[src/rtl/mem_ctrl_pkg.sv]
// Shared encodings and helpers for the load/store front-end: access sizes,
// controller states, the alignment rule and the byte-lane enable pattern.
package mem_ctrl_pkg;

    localparam logic [1:0] SZ_BYTE = 2'd0;
    localparam logic [1:0] SZ_HALF = 2'd1;
    localparam logic [1:0] SZ_WORD = 2'd2;
    localparam logic [1:0] SZ_ILL  = 2'd3;

    typedef enum logic [2:0] {
        IDLE,
        RD,
        CAP,
        WR,
        RESP
    } state_t;

    // A request is rejected when its size is illegal or it straddles its natural alignment.
    function automatic logic req_is_bad(input logic [1:0] size, input logic [1:0] offset);
        logic bad;
        case (size)
            SZ_BYTE: bad = 1'b0;
            SZ_HALF: bad = offset[0];
            SZ_WORD: bad = (offset != 2'b00);
            default: bad = 1'b1;
        endcase
        return bad;
    endfunction

    function automatic logic [3:0] lane_mask(input logic [1:0] size, input logic [1:0] offset);
        logic [3:0] mask;
        case (size)
            SZ_BYTE: mask = 4'b0001 << offset;
            SZ_HALF: mask = offset[1] ? 4'b1100 : 4'b0011;
            default: mask = 4'b1111;
        endcase
        return mask;
    endfunction

endpackage

[src/rtl/mem_access_ctrl_if.sv]
// Core-side request/response bus of the load/store front-end.
// The core drives through master; the controller consumes through slave.
interface mem_access_ctrl_if #(
    parameter int WIDTH = 8
);
    logic             req_valid;
    logic             req_ready;
    logic             req_we;
    logic [1:0]       req_size;
    logic             req_signed;
    logic [WIDTH+1:0] req_addr;
    logic [31:0]      req_wdata;
    logic             rsp_valid;
    logic [31:0]      rsp_rdata;
    logic             rsp_err;

    modport master (
        output req_valid, req_we, req_size, req_signed, req_addr, req_wdata,
        input  req_ready, rsp_valid, rsp_rdata, rsp_err
    );

    modport slave (
        input  req_valid, req_we, req_size, req_signed, req_addr, req_wdata,
        output req_ready, rsp_valid, rsp_rdata, rsp_err
    );

endinterface

[src/rtl/mem_access_ctrl_byte_lane_unit.sv]
// Combinational lane logic: extracts/extends sub-word loads and merges
// sub-word store data into the previously read memory word.
module byte_lane_unit
    import mem_ctrl_pkg::*;
(
    input  logic [1:0]  i_size,
    input  logic [1:0]  i_offset,
    input  logic        i_signed,
    input  logic [31:0] i_wdata,
    input  logic [31:0] i_word,
    output logic [31:0] o_load,
    output logic [31:0] o_merged
);

    logic [31:0] w_shifted;
    logic [31:0] w_rep;
    logic [3:0]  w_mask;

    assign w_shifted = i_word >> {i_offset, 3'b000};
    assign w_mask    = lane_mask(i_size, i_offset);

    always_comb begin
        o_load = w_shifted;
        case (i_size)
            SZ_BYTE: o_load = {{24{i_signed & w_shifted[7]}}, w_shifted[7:0]};
            SZ_HALF: o_load = {{16{i_signed & w_shifted[15]}}, w_shifted[15:0]};
            default: o_load = w_shifted;
        endcase
    end

    // Replicating the store data puts it in every lane the mask might select.
    always_comb begin
        w_rep = i_wdata;
        case (i_size)
            SZ_BYTE: w_rep = {4{i_wdata[7:0]}};
            SZ_HALF: w_rep = {2{i_wdata[15:0]}};
            default: w_rep = i_wdata;
        endcase
    end

    genvar gi;
    generate
        for (gi = 0; gi < 4; gi++) begin : g_lane
            assign o_merged[8*gi +: 8] = w_mask[gi] ? w_rep[8*gi +: 8] : i_word[8*gi +: 8];
        end
    endgenerate

endmodule

[src/rtl/mem_access_ctrl.sv]
// Load/store front-end for a 32-bit word memory with one-cycle registered reads.
// Sub-word stores are done as read-modify-write; every request gets one response pulse.
module mem_access_ctrl
    import mem_ctrl_pkg::*;
#(
    parameter int WIDTH = 8
) (
    input  logic              CLK,
    input  logic              RESET,
    mem_access_ctrl_if.slave  bus,
    output logic [WIDTH-1:0]  mem_addr,
    output logic [31:0]       mem_din,
    output logic              mem_rw,
    output logic              mem_valid,
    input  logic [31:0]       mem_dout
);

    state_t           r_state;
    state_t           w_state_next;
    logic             r_we;
    logic             r_signed;
    logic [1:0]       r_size;
    logic [WIDTH+1:0] r_addr;
    logic [31:0]      r_wdata;
    logic [31:0]      r_din;
    logic [31:0]      r_rsp_rdata;
    logic             r_rsp_err;

    logic             w_bad;
    logic             w_word_store;
    logic             w_idle;
    logic             w_mem_valid;
    logic             w_mem_rw;
    logic             w_rsp_valid;
    logic [31:0]      w_load_data;
    logic [31:0]      w_merged;

    assign w_bad        = req_is_bad(bus.req_size, bus.req_addr[1:0]);
    assign w_word_store = bus.req_we && (bus.req_size == SZ_WORD);

    always_comb begin
        w_state_next = r_state;
        w_idle       = 1'b0;
        w_mem_valid  = 1'b0;
        w_mem_rw     = 1'b0;
        w_rsp_valid  = 1'b0;
        case (r_state)
            IDLE: begin
                w_idle = 1'b1;
                if (bus.req_valid) begin
                    if (w_bad)             w_state_next = RESP;
                    else if (w_word_store) w_state_next = WR;
                    else                   w_state_next = RD;
                end
            end
            RD: begin
                w_mem_valid  = 1'b1;
                w_state_next = CAP;
            end
            CAP: begin
                w_state_next = r_we ? WR : RESP;
            end
            WR: begin
                w_mem_valid  = 1'b1;
                w_mem_rw     = 1'b1;
                w_state_next = RESP;
            end
            RESP: begin
                w_rsp_valid  = 1'b1;
                w_state_next = IDLE;
            end
            default: w_state_next = IDLE;
        endcase
    end

    always_ff @(posedge CLK or negedge RESET) begin
        if (!RESET) r_state <= IDLE;
        else        r_state <= w_state_next;
    end

    // Everything after IDLE works from the latched request, never the live bus.
    always_ff @(posedge CLK or negedge RESET) begin
        if (!RESET) begin
            r_we        <= 1'b0;
            r_signed    <= 1'b0;
            r_size      <= SZ_BYTE;
            r_addr      <= '0;
            r_wdata     <= '0;
            r_din       <= '0;
            r_rsp_rdata <= '0;
            r_rsp_err   <= 1'b0;
        end else begin
            case (r_state)
                IDLE: begin
                    if (bus.req_valid) begin
                        r_we     <= bus.req_we;
                        r_signed <= bus.req_signed;
                        r_size   <= bus.req_size;
                        r_addr   <= bus.req_addr;
                        r_wdata  <= bus.req_wdata;
                        if (w_bad) begin
                            r_rsp_err   <= 1'b1;
                            r_rsp_rdata <= '0;
                        end else if (w_word_store) begin
                            r_din <= bus.req_wdata;
                        end
                    end
                end
                CAP: begin
                    if (r_we) begin
                        r_din <= w_merged;
                    end else begin
                        r_rsp_rdata <= w_load_data;
                        r_rsp_err   <= 1'b0;
                    end
                end
                WR: begin
                    r_rsp_rdata <= '0;
                    r_rsp_err   <= 1'b0;
                end
                default: ;
            endcase
        end
    end

    byte_lane_unit u_lane (
        .i_size   (r_size),
        .i_offset (r_addr[1:0]),
        .i_signed (r_signed),
        .i_wdata  (r_wdata),
        .i_word   (mem_dout),
        .o_load   (w_load_data),
        .o_merged (w_merged)
    );

    assign bus.req_ready = w_idle && RESET;
    assign bus.rsp_valid = w_rsp_valid;
    assign bus.rsp_rdata = r_rsp_rdata;
    assign bus.rsp_err   = r_rsp_err;

    assign mem_addr  = r_addr[WIDTH+1:2];
    assign mem_din   = r_din;
    assign mem_rw    = w_mem_rw;
    assign mem_valid = w_mem_valid;

endmodule

[src/flat_wrapper.sv]
// flat-port wrapper written by rule: the top's interface ports become plain ports
module mem_access_ctrl_flat import mem_ctrl_pkg::*;
#(
    parameter int WIDTH = 8
)
  (CLK, RESET, mem_addr, mem_din, mem_rw, mem_valid, mem_dout, bus_req_valid, bus_req_we, bus_req_size, bus_req_signed, bus_req_addr, bus_req_wdata, bus_req_ready, bus_rsp_valid, bus_rsp_rdata, bus_rsp_err);
  mem_access_ctrl_if #(.WIDTH(WIDTH)) bus_i ();
  input  logic CLK;
  input  logic RESET;
  output logic [WIDTH-1:0] mem_addr;
  output logic [31:0] mem_din;
  output logic mem_rw;
  output logic mem_valid;
  input  logic [31:0] mem_dout;
  input wire logic [$bits(bus_i.req_valid)-1:0] bus_req_valid;
  input wire logic [$bits(bus_i.req_we)-1:0] bus_req_we;
  input wire logic [$bits(bus_i.req_size)-1:0] bus_req_size;
  input wire logic [$bits(bus_i.req_signed)-1:0] bus_req_signed;
  input wire logic [$bits(bus_i.req_addr)-1:0] bus_req_addr;
  input wire logic [$bits(bus_i.req_wdata)-1:0] bus_req_wdata;
  output wire logic [$bits(bus_i.req_ready)-1:0] bus_req_ready;
  output wire logic [$bits(bus_i.rsp_valid)-1:0] bus_rsp_valid;
  output wire logic [$bits(bus_i.rsp_rdata)-1:0] bus_rsp_rdata;
  output wire logic [$bits(bus_i.rsp_err)-1:0] bus_rsp_err;
  assign bus_i.req_valid = bus_req_valid;
  assign bus_i.req_we = bus_req_we;
  assign bus_i.req_size = bus_req_size;
  assign bus_i.req_signed = bus_req_signed;
  assign bus_i.req_addr = bus_req_addr;
  assign bus_i.req_wdata = bus_req_wdata;
  assign bus_req_ready = bus_i.req_ready;
  assign bus_rsp_valid = bus_i.rsp_valid;
  assign bus_rsp_rdata = bus_i.rsp_rdata;
  assign bus_rsp_err = bus_i.rsp_err;
  mem_access_ctrl #(.WIDTH(WIDTH)) u_core (.CLK(CLK), .RESET(RESET), .bus(bus_i), .mem_addr(mem_addr), .mem_din(mem_din), .mem_rw(mem_rw), .mem_valid(mem_valid), .mem_dout(mem_dout));
endmodule
[config.mk]
export PLATFORM = sky130hd
export DESIGN_NAME = mem_access_ctrl_flat
export DESIGN_NICKNAME = d
export VERILOG_FILES = /design/src/rtl/mem_ctrl_pkg.sv /design/src/rtl/mem_access_ctrl_if.sv /design/src/rtl/mem_access_ctrl_byte_lane_unit.sv /design/src/rtl/mem_access_ctrl.sv /design/src/flat_wrapper.sv
export SDC_FILE = /design/constraint.sdc
export NUM_CORES = 1
export LEC_CHECK = 0
export BUFFER_PORTS_ARGS = -buffer_cell sky130_fd_sc_hd__buf_2
export CORE_UTILIZATION = 49
export CTS_CLUSTER_SIZE = 25
export DETAILED_ROUTE_END_ITERATION = 10
export PLACE_DENSITY = 0.87
export SLEW_MARGIN = 20
export SYNTH_ARGS = -nofsm -noshare
export SYNTH_HDL_FRONTEND = slang
export SYNTH_HIERARCHICAL = 1
export SYNTH_SLANG_ARGS = --single-unit
[constraint.sdc]
create_clock -name CLK -period 2 [get_ports CLK]
set_clock_uncertainty 0.15 [all_clocks]
set_input_delay 0.1 -clock CLK [delete_from_list [all_inputs] [get_ports CLK]]
set_output_delay 0.1 -clock CLK [all_outputs]
set_load 0.01 [all_outputs]
==> impl_metrics.tcl <==
set metrics [dict create \
    io_buffers 157 \
    routed.top_layer "met4" \
    die_area_sq_mm 0.01427 \
    cp.required_ps 2130 \
    p_total_uw 14650 \
    drive_gt1_share_pct 38.92 \
    via_per_inst 5.915 \
    wl_met3_um 1580 \
    start_util_pct 50.65 \
    cpPeakStageDelay_ps 440 \
    ys_async_sr_fraction_pct 100.0 \
    grt_max_degree 115 \
    synth_seq_cells 114 \
    final_antenna_net_count 0 \
    arrival_ps 2180 \
    reg2reg_depth 6 \
    synth_area_leaders "dfrtp_1 42%, mux2_2 12%, mux2i_1 7.0%" \
    r2r_start "u_core/r_size[0]$_DFFE_PN0P_" \
    grt_pass1_vias 5861 \
    synth_commonest_cells "114 x dfrtp_1, 75 x mux2_2, 47 x mux2i_1, 41 x nand2_1, 33 x o21ai_1" \
    cts_root_buf "clkbuf_16" \
    layout.nets 887 \
    design.core.area_sq_mm 0.01335 \
    hold_depth 4 \
    fin_crit_sh_pct 102.7 \
    yosysUniqueCellTypes 53 \
    endpoint_kind "flop" \
    row_count 42 \
    synth_area_sq_mm 0.006760 \
    fin_ws_ps -54.27 \
    finalWeightedCongestion 0.9458 \
    ir_worst_vdd_v 0.0008182 \
    rsz0062_at_grt "yes" \
    htreeDepth 4 \
    synth_top_area_share_pct 42.20 \
    synth_top_area_cell "dfrtp_1" \
    synth_edf_count 0 \
    tightest_slew_ps 603.1 \
    netlist_instances 611 \
    die_height_um 119.5 \
    pre_cts_slack_ps 20.67 \
    setup_viol_count_final 1 \
    startpoint_type "flop" \
    clock_sinks 114 \
    io_pins 158 \
    power_density_mw_per_mm2 1660 \
    grt_pass1_wl_um 31890 \
    status "finished, violations left" \
    setup_tns_ps -54.27 \
    drtPass1Iterations 7 \
    cts_tree "built" \
    worst-r2r-setup-slack_ps -50 \
    whs_ps 25.72 \
    wl_per_cell_um 20.37 \
    synth_nets 692 \
    drt_iter0_drc 497 \
    drt_wl_total_um 20220 \
    synth_warnings 6 \
    dp_hpwl_um 13290 \
    numCtsBuffers 17 \
    fmax_ghz 0.4868 \
    wl_met2_um 9566 \
    clkTransAtPathRegs_ps 50 \
    grt_antenna_before_repair 0 \
    critical_path_class "reg2reg" \
    ys.flop_type "dfrtp_1" \
    grt_usage_pct 29.50 \
    cpMaxStageDelayCell "dfrtp_2" \
    hold_start "mem_dout[1]" \
    path_cells "buf_4, mux2i_2, o21ai_0, mux2_2, mux2i_1, o21ai_1" \
    p_leak_uw 0.004316 \
    drc_errors 0 \
    num_vias 5874 \
    min_period_ps 2054 \
    clock_path_buffers 2 \
    syn_avg_cell_area_sq_um 11.06 \
    hp-class "in2reg" \
    die_w_um 119.5 \
    diodes 0 \
    wl_met1_um 8200 \
    maxSlewHeadroom_pct 59.79 \
    drv_slew 0 \
    r2r_end "u_core/mem_din[27]$_DFFE_PN0P_" \
    violations "setup timing" \
    yosysMostFrequentCell "dfrtp_1" \
    n_fill_cell 1028 \
    crit_fanout 8 \
    min_to "u_core/mem_din[1]$_DFFE_PN0P_" \
    drv_cap 0 \
    final-hold-violation-count 0 \
    ys_seq_area_share_pct 42.20 \
    grt_overflow 0 \
    clock_latency_ps 420 \
    syn_to_final_growth_pct 30.50 \
]
area by class of cell:
cell class | instances | area [sq um] | share of cell area, %
tap | 176 | 220.2 | 2.496
multi-input combinational | 433 | 3513 | 39.82
inverter | 4 | 15.01 | 0.1702
clock buffer | 25 | 505.5 | 5.730
clock inverter | 5 | 75.07 | 0.8509
timing repair buffer | 236 | 1638 | 18.56
sequential | 114 | 2855 | 32.36
registers in the layout, summed over array words and instances (netlist names):
name,count
u_core/r_state,3
u_core/r_we,1
u_core/bus.rsp_err,1
u_core/r_wdata,32
u_core/bus.rsp_rdata,32
u_core/r_addr,10
u_core/mem_din,32
u_core/r_size,2
u_core/r_signed,1
worst max-delay path, delay by kind of cell (launching register included):
family	cells	cell delay [ps]
AOI/OAI and AO/OA	2	280
buffers and inverters	1	240
DFF	1	440
muxes	3	810
timing repair:
item                                   CTS  global route
buffers inserted                         0             1
hold buffers                            48             0
gates resized for setup                  0            14
endpoints found under the hold margin  194             0
setup endpoints to repair                0            26
worst max path at each step:
| stage | start | to | slack, ps | cells after the start |
|---|---|---|---|---|
| 2_1_floorplan | u_core/r_size[1]$_DFFE_PN0P_ | u_core/mem_din[12]$_DFFE_PN0P_ | 40 | 7 |
| 6_report | u_core/r_size[0]$_DFFE_PN0P_ | u_core/mem_din[27]$_DFFE_PN0P_ | -50 | 6 |
| 5_1_grt | u_core/r_addr[1]$_DFFE_PN0P_ | u_core/bus.rsp_rdata[18]$_DFFE_PN0P_ | -30 | 6 |
| 4_1_cts | u_core/r_addr[1]$_DFFE_PN0P_ | u_core/bus.rsp_rdata[9]$_DFFE_PN0P_ | 0.05 | 5 |
| 3_5_place_dp | u_core/r_size[0]$_DFFE_PN0P_ | u_core/mem_din[9]$_DFFE_PN0P_ | 20 | 5 |
| 3_3_place_gp | u_core/r_addr[1]$_DFFE_PN0P_ | u_core/bus.rsp_rdata[11]$_DFFE_PN0P_ | 80 | 5 |
cells in the final DEF (no fill, tap or decap), types with 3 or more instances in the layout:
master | netlist | routed
nand2b_1 | 10 | 10
clkinv_2 | 0 | 3
clkbuf_16 | 0 | 17
a21oi_1 | 16 | 14
inv_1 | 4 | 4
dlygate4sd3_1 | 0 | 48
nand3_1 | 17 | 17
and3_1 | 8 | 8
a22o_1 | 32 | 32
o21ai_1 | 33 | 33
buf_2 | 18 | 156
buf_12 | 3 | 10
nand2_1 | 41 | 41
mux2_2 | 75 | 74
a21o_1 | 32 | 32
a22oi_1 | 16 | 16
a211oi_1 | 5 | 5
nor3_1 | 4 | 4
o21ai_0 | 9 | 9
clkbuf_1 | 10 | 3
nor4b_4 | 2 | 3
buf_4 | 15 | 20
mux2_1 | 12 | 12
or2_2 | 5 | 4
nor2_1 | 9 | 9
mux2i_1 | 47 | 46
a21boi_0 | 8 | 8
a21oi_4 | 3 | 3
o31a_1 | 8 | 8
dfrtp_1 | 114 | 112
clkbuf_8 | 0 | 5
nor2b_1 | 10 | 10
routing by layer:
metal | vias to the layer above | track usage [%]
met4 | 0 | 15.78
met5 | - | 0
met1 | 2829 | 37.93
li1 | 2644 | -
met3 | 70 | 6.466
met2 | 331 | 46.39
per-stage QoR:
stage | cell area (sq um) | instances | util [%]
floorplan | 6760 | 611 | -
global placement | 7686 | 914 | 57.58
detailed placement | 7686 | 914 | 57.58
CTS | 8747 | 992 | 65.53
global route | 8822 | 993 | 66.09
finish | 8822 | 993 | 66.09
power by group:
part / internal (uW) / switching, uW / total (uW) / leakage [uW]
combinational: 3620 / 3790 / 7420 / 0.00261
sequential: 3350 / 890 / 4240 / 0.00142
clock: 1980 / 1020 / 2990 / 0.000289
cell families after synthesis:
logic type                Yosys count  share of synthesized area, %
muxes                             135                         21.67
buffers and inverters              64                         6.885
xor gates and xnor gates            1                        0.1296
DFF                               114                         42.20
AOI/OAI and AO/OA                 175                         18.90
and+or+nand+nor                   122                         10.22
Power figures use the tool's default switching activity.
